`src/rtl/hazard_unit_pkg.sv`:
```
// Shared MIPS decode constants, bypass encodings and default MD latencies.
// Pulled into every hazard-unit file with import mips_defs::*.
package mips_defs;

  localparam logic [5:0] OP_RTYPE = 6'h00;
  localparam logic [5:0] OP_JAL   = 6'h03;
  localparam logic [5:0] OP_BEQ   = 6'h04;
  localparam logic [5:0] OP_ORI   = 6'h0D;
  localparam logic [5:0] OP_LUI   = 6'h0F;
  localparam logic [5:0] OP_LW    = 6'h23;
  localparam logic [5:0] OP_SW    = 6'h2B;

  localparam logic [5:0] F_JR    = 6'h08;
  localparam logic [5:0] F_MFHI  = 6'h10;
  localparam logic [5:0] F_MTHI  = 6'h11;
  localparam logic [5:0] F_MFLO  = 6'h12;
  localparam logic [5:0] F_MTLO  = 6'h13;
  localparam logic [5:0] F_MULT  = 6'h18;
  localparam logic [5:0] F_MULTU = 6'h19;
  localparam logic [5:0] F_DIV   = 6'h1A;
  localparam logic [5:0] F_DIVU  = 6'h1B;
  localparam logic [5:0] F_ADDU  = 6'h21;
  localparam logic [5:0] F_SUBU  = 6'h23;

  localparam logic [1:0] FWD_RF = 2'd0;
  localparam logic [1:0] FWD_M  = 2'd1;
  localparam logic [1:0] FWD_W  = 2'd2;

  localparam int MULT_CYCLES_DEF = 5;
  localparam int DIV_CYCLES_DEF  = 10;

  // M beats W; a load sitting in M has no data yet, so m_ok masks it.
  function automatic logic [1:0] fwd_pick(
    input logic       rd_en,
    input logic [4:0] src,
    input logic [4:0] dm,
    input logic       m_ok,
    input logic [4:0] dw
  );
    logic [1:0] sel;
    sel = FWD_RF;
    if (rd_en && src != 5'd0) begin
      if (m_ok && dm == src)
        sel = FWD_M;
      else if (dw == src)
        sel = FWD_W;
    end
    return sel;
  endfunction

endpackage

```
`src/rtl/hazard_unit_instr_class.sv`:
```
// Per-stage instruction classifier: which fields are read, what is
// written, and whether it touches the multiply/divide unit.
module instr_class
  import mips_defs::*;
(
  input  logic [31:0] instr,
  output logic        reads_rs,
  output logic        reads_rt,
  output logic [4:0]  dest,
  output logic        is_load,
  output logic        is_branch_jr,
  output logic        is_md_start,
  output logic        is_md_any
);

  logic [5:0] op;
  logic [5:0] funct;
  logic [4:0] rt;
  logic [4:0] rd;
  logic       r_type;
  logic       unused_ok;

  assign op        = instr[31:26];
  assign funct     = instr[5:0];
  assign rt        = instr[20:16];
  assign rd        = instr[15:11];
  assign r_type    = (op == OP_RTYPE);
  assign unused_ok = ^instr[10:6];

  always_comb begin
    reads_rs     = 1'b0;
    reads_rt     = 1'b0;
    dest         = 5'd0;
    is_load      = 1'b0;
    is_branch_jr = 1'b0;
    is_md_start  = 1'b0;
    is_md_any    = 1'b0;
    unique case (1'b1)
      r_type && (funct == F_ADDU || funct == F_SUBU): begin
        reads_rs = 1'b1;
        reads_rt = 1'b1;
        dest     = rd;
      end
      r_type && funct == F_JR: begin
        reads_rs     = 1'b1;
        is_branch_jr = 1'b1;
      end
      r_type && (funct == F_MULT || funct == F_MULTU ||
                 funct == F_DIV  || funct == F_DIVU): begin
        reads_rs    = 1'b1;
        reads_rt    = 1'b1;
        is_md_start = 1'b1;
        is_md_any   = 1'b1;
      end
      r_type && (funct == F_MFHI || funct == F_MFLO): begin
        dest      = rd;
        is_md_any = 1'b1;
      end
      r_type && (funct == F_MTHI || funct == F_MTLO): begin
        reads_rs  = 1'b1;
        is_md_any = 1'b1;
      end
      op == OP_ORI: begin
        reads_rs = 1'b1;
        dest     = rt;
      end
      op == OP_LUI: begin
        dest = rt;
      end
      op == OP_LW: begin
        reads_rs = 1'b1;
        dest     = rt;
        is_load  = 1'b1;
      end
      op == OP_SW: begin
        reads_rs = 1'b1;
        reads_rt = 1'b1;
      end
      op == OP_BEQ: begin
        reads_rs     = 1'b1;
        reads_rt     = 1'b1;
        is_branch_jr = 1'b1;
      end
      op == OP_JAL: begin
        dest = 5'd31;
      end
      default: begin
      end
    endcase
  end

endmodule

```
`src/rtl/hazard_unit.sv`:
```
// Stall and bypass control for the 5-stage MIPS pipeline, including the
// HI/LO busy tracker for the multi-cycle multiply/divide unit.
module hazard_unit
  import mips_defs::*;
#(
  parameter int MULT_CYCLES = MULT_CYCLES_DEF,
  parameter int DIV_CYCLES  = DIV_CYCLES_DEF
) (
  input  logic        clk,
  input  logic        reset,
  input  logic [31:0] instrD,
  input  logic [31:0] instrE,
  input  logic [31:0] instrM,
  input  logic [31:0] instrW,
  output logic        stall,
  output logic [1:0]  fwd_rsD,
  output logic [1:0]  fwd_rtD,
  output logic [1:0]  fwd_rsE,
  output logic [1:0]  fwd_rtE,
  output logic        md_busy
);

  localparam int MAXC = (DIV_CYCLES > MULT_CYCLES) ? DIV_CYCLES : MULT_CYCLES;
  localparam int CW   = (MAXC < 1) ? 1 : $clog2(MAXC + 1);

  logic [31:0] ins [4];
  logic [3:0]  rrs;
  logic [3:0]  rrt;
  logic [3:0]  ld;
  logic [3:0]  br;
  logic [3:0]  mds;
  logic [3:0]  mda;
  logic [4:0]  dst [4];

  assign ins[0] = instrD;
  assign ins[1] = instrE;
  assign ins[2] = instrM;
  assign ins[3] = instrW;

  for (genvar s = 0; s < 4; s++) begin : g_cls
    instr_class u_cls (
      .instr        (ins[s]),
      .reads_rs     (rrs[s]),
      .reads_rt     (rrt[s]),
      .dest         (dst[s]),
      .is_load      (ld[s]),
      .is_branch_jr (br[s]),
      .is_md_start  (mds[s]),
      .is_md_any    (mda[s])
    );
  end

  logic unused_ok;
  assign unused_ok = ^{rrs[3:2], rrt[3:2], dst[0], ld[0], ld[3],
                       br[3:1], mds[0], mds[3:2], mda[3:1]};

  logic [4:0] rsD;
  logic [4:0] rtD;
  logic [4:0] rsE;
  logic [4:0] rtE;
  assign rsD = instrD[25:21];
  assign rtD = instrD[20:16];
  assign rsE = instrE[25:21];
  assign rtE = instrE[20:16];

  logic m_ok;
  assign m_ok = ~ld[2];

  assign fwd_rsD = fwd_pick(rrs[0], rsD, dst[2], m_ok, dst[3]);
  assign fwd_rtD = fwd_pick(rrt[0], rtD, dst[2], m_ok, dst[3]);
  assign fwd_rsE = fwd_pick(rrs[1], rsE, dst[2], m_ok, dst[3]);
  assign fwd_rtE = fwd_pick(rrt[1], rtE, dst[2], m_ok, dst[3]);

  logic hitE;
  logic hitM;
  logic load_use;
  logic br_haz;
  logic md_haz;

  assign hitE = dst[1] != 5'd0 &&
                ((rrs[0] && rsD == dst[1]) || (rrt[0] && rtD == dst[1]));
  assign hitM = dst[2] != 5'd0 &&
                ((rrs[0] && rsD == dst[2]) || (rrt[0] && rtD == dst[2]));

  assign load_use = ld[1] && hitE;
  assign br_haz   = br[0] && (hitE || (ld[2] && hitM));
  assign md_haz   = mda[0] && (mds[1] || md_busy);
  assign stall    = load_use || br_haz || md_haz;

  // funct bit 1 separates div/divu (0x1A/0x1B) from mult/multu (0x18/0x19).
  logic [CW-1:0] md_cnt;

  always_ff @(posedge clk) begin
    if (!reset)
      md_cnt <= '0;
    else if (mds[1])
      md_cnt <= instrE[1] ? CW'(DIV_CYCLES) : CW'(MULT_CYCLES);
    else if (md_cnt != '0)
      md_cnt <= md_cnt - 1'b1;
  end

  assign md_busy = (md_cnt != '0);

endmodule

```
`config.mk`:
```
export PLATFORM = sky130hd
export DESIGN_NAME = hazard_unit
export DESIGN_NICKNAME = d
export VERILOG_FILES = /design/src/rtl/hazard_unit_pkg.sv /design/src/rtl/hazard_unit_instr_class.sv /design/src/rtl/hazard_unit.sv
export SDC_FILE = /design/constraint.sdc
export NUM_CORES = 1
export LEC_CHECK = 0
export CAP_MARGIN = 25
export CORE_ASPECT_RATIO = 1.5
export CORE_MARGIN = 2
export CORE_UTILIZATION = 30
export DETAILED_ROUTE_END_ITERATION = 7
export PLACE_DENSITY = 0.65
export SYNTH_ARGS = -nofsm -noshare
export SYNTH_HDL_FRONTEND = slang
export SYNTH_SLANG_ARGS = --single-unit
```
`constraint.sdc`:
```
create_clock -name clk -period 3.2 [get_ports clk]
set_input_delay 0.64 -clock clk [delete_from_list [all_inputs] [get_ports clk]]
set_output_delay 0.64 -clock clk [all_outputs]
set_load 0.05 [all_outputs]
```
# Yosys cells after proc, flatten, opt, wreduce, memory -nomap -nowiden
# Index checks and enable logic that the tools add are counted.
# op_classes
eq_ne	60
muxes	27
bitwise	1
n_reduce_logical	78
add_sub_neg	1
# op_table
cell	n
equality test 6 x 5 -> 1 bit (second input constant)	20
equality test 6 bit (second input constant)	14
equality test 5 bit	12
equality test 6 x 4 -> 1 bit (second input constant)	9
case mux 5 bit (3 select lines)	3
logical AND 1 bit	32
nonzero test 5 bit	6
zero test 6 bit	4
2-to-1 mux 2 bit	12
logical OR 1 bit	22
equality test 6 x 2 -> 1 bit (second input constant)	3
OR reduction 8 bit	2
equality test 6 x 3 -> 1 bit (second input constant)	2
2-to-1 mux 4 bit	3
OR reduction 3 bit	4
2-to-1 mux 1 bit	9
OR reduction 2 bit	4
OR reduction 4 bit	2
nonzero test 4 bit	1
subtractor 4 x 1 -> 4 bit (second input constant)	1
nonzero test 2 bit	1
inverter 1 bit	1
# totals
regBits	4
input_bits	130
output_inout_bits	10

# Logic depth before layout (Yosys ltp)
# logic_depth
word_depth	15
mapped_depth	9
mapped_depth_nobuf	7

# Modules after synthesis
# Synthesis repeated with hierarchy kept, for this count alone.
# unflattened
hier_cells	271
hier_area_um2	2109.5
# modules_own_cells
module	cells_each	area_per_inst_um2	n_inst
instr_class	37	281.5	4
hazard_unit	123	983.4	1

# Worst setup path before layout
# No wires, ideal clock.
# synth_path
kind	input-to-output
from	input port instrM[29]
to	output port fwd_rtD[0]
arrival_time_ps	3053
stages	8
t_required_ps	2560
slack_ps	-493
cell_sequence	nand4bb_4 or3_1 buf_6 buf_8 and4_4 nor4b_4 nand3_1 nor3_1
# synth_between
elab_chain_cells	8
# synth_lines
item	line	rtl
from (decl)	hazard_unit.sv:13	input logic [31:0] instrM,
zero test 6 bit	hazard_unit_instr_class.sv:27	assign r_type = (op == OP_RTYPE);
logical AND 1 bit (on tied branches)	hazard_unit_instr_class.sv:55, hazard_unit_instr_class.sv:39	
OR reduction 2 bit (no line)	--	
case mux 5 bit (3 select lines)	hazard_unit_instr_class.sv:38	unique case (1'b1)
equality test 5 bit	hazard_unit_pkg.sv:43	if (m_ok && dm == src)
logical AND 1 bit *	hazard_unit_pkg.sv:43	
2-to-1 mux 2 bit *	hazard_unit_pkg.sv:43	
2-to-1 mux 2 bit *	hazard_unit_pkg.sv:42	if (rd_en && src != 5'd0) begin
to (decl)	hazard_unit.sv:17	output logic [1:0] fwd_rtD,
# Mark *: on every way between the ends. The rest lies on a longest branch, timed or not.

# Final worst setup path
# layout_path
from	input port instrM[4]
to	output port stall
# layout_between
elab_chain_cells	14
# layout_lines
item	line	rtl
equality test 6 x 5 -> 1 bit / equality test 6 bit (equally long branches)	hazard_unit_instr_class.sv:55, hazard_unit_instr_class.sv:39	
logical OR 1 bit (on tied branches)	hazard_unit_instr_class.sv:55, hazard_unit_instr_class.sv:39	
logical AND 1 bit (on tied branches)	hazard_unit_instr_class.sv:55, hazard_unit_instr_class.sv:39	
OR reduction 2 bit (no line) *	--	
case mux 5 bit (3 select lines) *	hazard_unit_instr_class.sv:38	
equality test 5 bit	hazard_unit.sv:83	((rrs[0] && rsD == dst[2]) || (rrt[0] && rtD == dst[2]));
logical AND 1 bit	hazard_unit.sv:83	
logical OR 1 bit	hazard_unit.sv:83	
logical AND 1 bit *	hazard_unit.sv:82	assign hitM = dst[2] != 5'd0 &&
logical AND 1 bit *	hazard_unit.sv:86	assign br_haz = br[0] && (hitE || (ld[2] && hitM));
logical OR 1 bit *	hazard_unit.sv:86	
logical AND 1 bit *	hazard_unit.sv:86	
logical OR 1 bit * (2 in series)	hazard_unit.sv:88	assign stall = load_use || br_haz || md_haz;
to (decl)	hazard_unit.sv:15	output logic stall,
# Marked as above.

==> impl_metrics.tcl <==
set metrics [dict create \
    die-area_sq_um 7930 \
    worst_slew_pin_slew_ns 0.499 \
    crit_family "simple AND/OR/NAND/NOR gates" \
    routed_via_density 6.07 \
    synth_edf_count 0 \
    dr.max_layer_used "met4" \
    synthArstFlopShare_pct 0 \
    synth.area.top_cells "xnor2_1, nor4_1, xor2_1, dfxtp_1, nor2_1" \
    cp_slowest_cell "or4_4" \
    start_util_pct 30.4 \
    ys.flop_type "dfxtp_1" \
    first_pass_iters 6 \
    fin_crit_sh_pct 109 \
    cp.arrival_ns 2.85 \
    syn-cell-area_sq_um 2170 \
    postCtsHoldBufs 0 \
    place_congestion 0.900 \
    critPathLaunchType "input port" \
    ys_seq_area_share_pct 3.70 \
    finalHoldViolations 0 \
    period_needed_ns 3.49 \
    syn_nets 412 \
    critPathRequiredTime_ns 2.56 \
    skew_ns 0.000168 \
    synth_cell_types 76 \
    max_stage_delay_ns 0.56 \
    worstPathCellList "buf_6 -> nor3b_4 -> buf_6 -> buf_4 -> o2111ai_4 -> nand3_2 -> or4_4 -> o211ai_1 -> a21o_1 -> o311ai_4 -> buf_12" \
    cts_buffers 3 \
    status "finished, violations left" \
    timing.fmax_ghz 0.286 \
    drv_slew 0 \
    synth_top_area_cell "xnor2_1" \
    wl_met2_mm 7.04 \
    rows 38 \
    crit_path_end_kind "output port" \
    hpwl_mm 7.49 \
    stdcell_area_sq_um 5200 \
    maxCapViolCount 0 \
    ios 140 \
    wl_met3_microns 811 \
    wirelength_mm 12.9 \
    synth_top_area_share_pct 11.7 \
    relSlewSlack_pct 66.7 \
    cp_common_cell "buf_6" \
    vias 3654 \
    grt_pass1_vias 3654 \
    hold_slack_ns 0.621 \
    leakage_nw 2.10 \
    power.total_uw 824 \
    antenna_found_initial 0 \
    dieHeight_microns 108 \
    hold_class "reg2reg" \
    utilization_pct 72.9 \
    overflow 0 \
    drt-wirelength-per-cell_microns 21.5 \
    crit_buf_inv 4 \
    layout.nets 656 \
    rsz0062_at_grt "yes" \
    regMostFlops "md_cnt" \
    power_density_nw_per_um2 158 \
    layout_commonest_cell "buf_4" \
    drtIter0Drc 273 \
    layoutNonFillerInstCount 602 \
    port_buffers 102 \
    critPathKind "in2out" \
    clock_latency_ns 0.22 \
    area_growth_pct 140 \
    largest_reg_flops 4 \
    grt_pass1_wl_mm 16.4 \
    clk_pin_slew_ns 0.03 \
    ir_worst_vdd_v 0.000403 \
    n_antenna_cell 0 \
    cts_max_level 1 \
    wl_met1_mm 4.08 \
    drive_above_1_share_pct 55.7 \
    synth_cells 280 \
    die_x_microns 73.4 \
    violations "setup timing" \
    clock-sinks 4 \
    syn_avg_cell_area_sq_um 7.74 \
    setup_ws_ns -0.291 \
    critical_path.max_fanout 4 \
    placed_cells 554 \
    setup_viol 9 \
    ant_nets 0 \
    placed_area_sq_um 4090 \
    grt_max_degree 10 \
    drc 0 \
    cts_tree "done" \
    cts_buffer_depth 2 \
    ys_warn_count 0 \
    grt_usage_pct 25.8 \
    cts_root_buf "clkbuf_8" \
    reg_top3 "md_cnt (4)" \
    core_sq_um 7130 \
    synth-seq-cells 4 \
    final_cell_mix "buf_4, clkdlybuf4s50_1, buf_6, xnor2_1" \
]
worst paths after layout:
check	slack, ns	cells after the start	to	start
setup / recovery	-0.29	11	stall	instrM[4]
hold / removal	0.62	2	md_cnt[1]	md_cnt[1]
setup reg to reg	1.92	6	md_cnt[3]	md_cnt[0]
hold reg to reg	0.62	2	md_cnt[1]	md_cnt[1]
metal layers:
metal,up-vias,global-route usage (%)
met5,-,0
met4,0,12.5
met3,89,2.33
met2,209,53.1
met1,1721,24.1
li1,1635,-
layout make-up:
type                       count  area, sq um
clock buffer                   3         41.3
fill                         464         1930
inverter                      14         52.6
multi-input combinational    254         2650
sequential                     4         80.1
tap                           80          100
timing repair buffer         247         2280
worst min-delay path: cells and delay by family, from the launching register on:
family,cells,cell delay (ns)
compound gates,2,0.25
flops,1,0.31
cells in the mapped netlist, types with 3 or more instances:
cell type	count
nand4_1	6
buf_2	3
a211oi_1	5
a21oi_1	7
nor3_1	6
o22ai_1	3
o21ai_0	5
a31oi_1	8
a211o_1	6
nor2_1	18
a211oi_2	3
o211ai_1	3
nand3_1	6
and4_1	5
nor4_1	15
nor4b_1	6
and2_1	3
nand4bb_1	5
o31a_1	4
inv_1	14
a221o_1	5
xnor2_1	29
or4_1	8
nand3b_1	7
xor2_1	10
dfxtp_1	4
o2111ai_1	3
and3b_1	5
nand2_1	14
metrics by stage:
stage / TNS, ns / setup WS [ns]
5_1_grt: -2.61 / -0.354
3_3_place_gp: -4.69 / -0.582
3_5_place_dp: -5.04 / -0.641
4_1_cts: -0.875 / -0.204
6_report: -1.92 / -0.291
2_1_floorplan: -0.0760 / -0.0760
cells by family after synthesis:
kind of cell,synth area share [%]
AOI/OAI and AO/OA,29.4
and+or+nand+nor,45.0
adders and majority gates,1.15
buffers and inverters,5.02
xor gates and xnor gates,15.8
DFF,3.70
power by group:
part / internal (mW) / total (mW) / leakage, nW / switching, mW
logic: 0.329 / 0.635 / 2.04 / 0.306
registers: 0.0693 / 0.0837 / 0.0332 / 0.0143
clock network: 0.0801 / 0.105 / 0.0216 / 0.0253
total: 0.479 / 0.824 / 2.10 / 0.345
repair_timing:
action                     4_1_cts  5_1_grt
pin swaps                       64       46
gates resized for setup        227       72
buffers inserted                35       14
setup endpoints to repair        9        9
(Power assumes the default switching activity.)
